$ cat config.mk
export PLATFORM = sky130hd
export DESIGN_NAME = gray_counter_gen
export DESIGN_NICKNAME = d
export VERILOG_FILES = /design/src/rtl/gray_counter_gen.sv
export SDC_FILE = /design/constraint.sdc
export NUM_CORES = 1
export LEC_CHECK = 0
export ABC_AREA = 1
export CORE_ASPECT_RATIO = 0.8
export CORE_MARGIN = 2
export CORE_UTILIZATION = 45
export DETAILED_ROUTE_END_ITERATION = 8
export PLACE_DENSITY_LB_ADDON = 0.2
export SLEW_MARGIN = 20
export SYNTH_ARGS = -nofsm -noshare
export SYNTH_HDL_FRONTEND = slang
export SYNTH_SLANG_ARGS = --single-unit
export TNS_END_PERCENT = 50
$ cat constraint.sdc
create_clock -name clk -period 2.7 [get_ports clk]
set_input_delay 0.675 -clock clk [delete_from_list [all_inputs] [get_ports clk]]
set_output_delay 0.675 -clock clk [all_outputs]
set_load 0.01 [all_outputs]
$ cat src/rtl/gray_counter_gen.sv
// Prescaled up/down Gray counter with wrap/saturate, clear, terminal-count pulse and binary shadow.
// Latency: step lands on gray_code/bin_code/tick/tc at the same edge; no backpressure (free-running).
// Optional load port set (load_valid/load_gray) is built only when GRAY_CNT_LOAD_EN is defined.
module gray_counter_gen #(
    parameter int WIDTH        = 4,
    parameter int PRESCALE_DIV = 100_000_000,
    parameter bit SATURATE     = 1'b0
) (
    input  logic             clk,
    input  logic             rst_n,
    input  logic             en,
    input  logic             up_down,
    input  logic             clear,
`ifdef GRAY_CNT_LOAD_EN
    input  logic             load_valid,
    input  logic [WIDTH-1:0] load_gray,
`endif
    output logic [WIDTH-1:0] gray_code,
    output logic [WIDTH-1:0] bin_code,
    output logic             tick,
    output logic             tc
);

    localparam int               PS_W     = ($clog2(PRESCALE_DIV) > 1) ? $clog2(PRESCALE_DIV) : 1;
    localparam logic [PS_W-1:0]  PS_LAST  = PS_W'(PRESCALE_DIV - 1);
    localparam logic [WIDTH-1:0] ALL_ONES = {WIDTH{1'b1}};

    logic [PS_W-1:0]  ps_cnt;
    logic             step_due;
    logic             at_limit;
    logic [WIDTH-1:0] bin_step;
    logic [WIDTH-1:0] bin_next;
    logic             tc_next;

    assign step_due = en && (ps_cnt == PS_LAST);

    always_comb begin
        at_limit = up_down ? (bin_code == ALL_ONES) : (bin_code == '0);
        bin_step = up_down ? bin_code + WIDTH'(1) : bin_code - WIDTH'(1);
        bin_next = bin_step;
        tc_next  = at_limit;
        if (SATURATE) begin
            // Pulse only when arriving at the limit; holding there is silent.
            bin_next = at_limit ? bin_code : bin_step;
            tc_next  = !at_limit && (up_down ? (bin_step == ALL_ONES) : (bin_step == '0));
        end
    end

`ifdef GRAY_CNT_LOAD_EN
    logic [WIDTH-1:0] load_bin;

    // Bit i of the binary value is the XOR of all Gray bits from the MSB down to i.
    always_comb begin
        load_bin = '0;
        for (int i = 0; i < WIDTH; i++) begin
            load_bin[i] = ^(load_gray >> i);
        end
    end
`endif

    always_ff @(posedge clk or negedge rst_n) begin
        if (!rst_n) begin
            ps_cnt    <= '0;
            bin_code  <= '0;
            gray_code <= '0;
            tick      <= 1'b0;
            tc        <= 1'b0;
        end else if (clear) begin
            ps_cnt    <= '0;
            bin_code  <= '0;
            gray_code <= '0;
            tick      <= 1'b0;
            tc        <= 1'b0;
`ifdef GRAY_CNT_LOAD_EN
        end else if (load_valid) begin
            ps_cnt    <= '0;
            bin_code  <= load_bin;
            gray_code <= load_gray;
            tick      <= 1'b0;
            tc        <= 1'b0;
`endif
        end else begin
            tick <= step_due;
            tc   <= step_due && tc_next;
            if (en) begin
                ps_cnt <= (ps_cnt == PS_LAST) ? '0 : ps_cnt + PS_W'(1);
            end
            if (step_due) begin
                bin_code  <= bin_next;
                gray_code <= bin_next ^ (bin_next >> 1);
            end
        end
    end

endmodule
==> results.py <==
metrics = {
    "sta": {
        "layout_worst_path_cycle_share_pct": 76.0,
        "slew_headroom_pct": 44.8,
        "finalMaxSlewViolations": 0,
        "setup_viol": 0,
        "finalHoldViolations": 0,
        "fmax_ghz": 0.487,
        "period_needed_ns": 2.05,
        "finalClockSkew_ns": 0.0112,
        "tightest_slew_ns": 0.827,
        "finalSetupTns_ns": 0,
        "grt_setup_unrepaired": "no",
    },
    "floorplan": {
        "core_um2": 4620,
        "rows": 22,
        "die_area_um2": 5430,
        "start_util_pct": 47.3,
        "die_height_um": 66.3,
        "die_x_um": 81.9,
        "io_pins": 15,
    },
    "synthesis": {
        "synth_cells": 306,
        "synth_warnings": 0,
        "yosys.cell_types.count": 28,
        "syn_nets": 315,
        "synth_seq_cells": 36,
        "synth-edff-count": 0,
        "synth_area_um2": 2190,
        "synth_flop_cell": "dfrtp_1",
        "ys_seq_area_share_pct": 41.2,
        "ys_async_sr_fraction_pct": 100,
        "synth.avg_cell_area_um2": 7.14,
    },
    "clocking": {
        "cts.hold.buffers_added": 0,
        "cts.sinks": 36,
        "numCtsBuffers": 5,
        "clk_path_buf_depth": 2,
        "clk_latency_ns": 0.29,
        "clockRootBuffer": "clkbuf_8",
        "htree_levels": 2,
        "cts-resized-gates": 0,
        "cts_tree": "done",
        "cts_setup_buffers": 0,
        "cts.reportedPaths.clkPinSlew_ns": 0.08,
    },
    "global_route": {
        "grt_max_degree": 37,
        "first_global_vias": 1791,
        "grt_overflow": 0,
        "grt_pass1_wl_mm": 8.49,
        "grt_usage_pct": 20.7,
        "antenna_found_initial": 0,
    },
    "pwr": {
        "power_leakage_nw": 1.02,
        "cellPowerDensity_nw_per_um2": 412,
        "vdd_drop_max_mv": 0.168,
    },
    "drt": {
        "drc": 0,
        "vias": 1985,
        "drt_iter0_drc": 100,
        "firstDrtPassIters": 4,
        "wirelength_mm": 4.87,
        "routedWlPerCell_um": 12.6,
        "postRouteAntennaNets": 0,
        "vias_per_cell": 5.16,
    },
    "finish": {
        "stdcell_count": 385,
        "mostFrequentLayoutCell": "nand2_1",
        "fillers": 464,
        "antennaDiodeCount": 0,
        "num-nets-final": 333,
        "layout-area-overhead-vs-synth_pct": 13.1,
        "drive_gt1_share_pct": 5.54,
        "layout_common_cells": "nand2_1 (89), nor2_1 (64), dfrtp_1 (36), nand3_1 (27), inv_1 (22)",
    },
    "worst_setup_path": {
        "cp_slowest_cell": "clkdlybuf4s50_1",
        "cp-end-kind": "register",
        "start_kind": "input pin",
        "path_cells": "clkdlybuf4s50_1, inv_1, ha_1, xnor2_1, nand3_1, nand4_1, nand2_1",
        "arrival_ns": 2.23,
        "required_ns": 2.88,
        "r2r_slack_ns": 0.81,
        "cp.buffers_inverters": 2,
        "cp_top_family": "buffers and inverters",
        "path_class": "input pin to register",
        "crit_path_max_fanout": 4,
        "cpPeakStageDelay_ns": 0.54,
    },
    "placed_design": {
        "place_inst": 377,
        "port_buffers": 14,
        "hpwl_mm": 3.63,
        "gp_congestion": 0.882,
    },
    "flow_run": {
        "drv_cap": 0,
    },
    "outcome": {
        "status": "finished clean",
    },
    "hold_path": {
        "holdCritPathClass": "input pin to async pin",
    },
}
cell usage after synthesis, types with 2 or more instances:
master | instances | area share (%)
nand2_1 | 89 | 15
nor2_1 | 64 | 11
dfrtp_1 | 36 | 41
nand3_1 | 27 | 6.2
inv_1 | 22 | 3.8
a21oi_1 | 11 | 2.5
xor2_1 | 10 | 4.0
o21ai_0 | 8 | 1.8
xnor2_1 | 7 | 2.8
nor3_1 | 5 | 1.1
nand4_1 | 4 | 1.1
clkbuf_1 | 3 | 0.52
ha_1 | 3 | 1.7
inv_2 | 2 | 0.34
nand2_4 | 2 | 1.0
kinds of logic (layout without fill, tap and decap cells):
group	Yosys count	after routing	synth area share (%)
buf+inv	31	50	6.07
xor+xnor	17	17	6.81
compound gates	21	21	4.98
fa+ha+maj	4	4	2.63
flops	36	36	41.2
simple gates	197	197	38.3
through the flow:
stage	instance area, um2	hold WS [ns]	total power, mW	util, %	setup slack, ns
6_report	2470	0.476	1.02	53.4	0.648
2_1_floorplan	2190	0.379	0.596	-	0.987
3_5_place_dp	2380	0.472	0.626	51.5	0.313
5_1_grt	2470	0.519	1.06	53.4	0.467
4_1_cts	2470	0.489	1.02	53.4	0.626
3_3_place_gp	2380	0.467	0.624	51.5	0.372
worst paths after layout:
path                                    from            to  cells after the start
worst max-delay path                 up_down  gray_code[2]                      7
worst min-delay path                   rst_n    ps_cnt[25]                      1
worst max register to register     ps_cnt[0]    ps_cnt[12]                     10
worst min register to register  gray_code[0]  gray_code[0]                      2
max in group asynchronous              rst_n    ps_cnt[10]                      1
min in group clk                gray_code[0]  gray_code[0]                      2
state kept, by name (all words and copies together) (netlist names):
| signal | flops |
|---|---|
| tc | 1 |
| gray_code | 4 |
| tick | 1 |
| bin_code | 3 |
| ps_cnt | 27 |
layout make-up:
cell class / count / area, um2 / share of cell area [%]
Multi-Input combinational cell: 239 / 1150 / 46.6
Sequential cell: 36 / 901 / 36.5
Timing Repair Buffer: 16 / 150 / 6.08
Inverter: 26 / 103 / 4.15
Clock buffer: 8 / 90.1 / 3.65
Tap cell: 60 / 75.1 / 3.04
power breakdown:
part | switching (mW) | internal (mW)
Sequential | 0.00459 | 0.542
Combinational | 0.0471 | 0.0201
Clock | 0.196 | 0.209
Total | 0.248 | 0.771
layer usage:
| layer | share of wire, % | track usage, % | vias up |
|---|---|---|---|
| li1 | - | - | 1001 |
| met1 | 48 | 28.6 | 931 |
| met2 | 44 | 31.5 | 47 |
| met3 | 6.1 | 5.33 | 6 |
| met4 | 1.2 | 6.88 | 0 |
| met5 | 0 | 0 | - |
(Power assumes the default switching activity.)
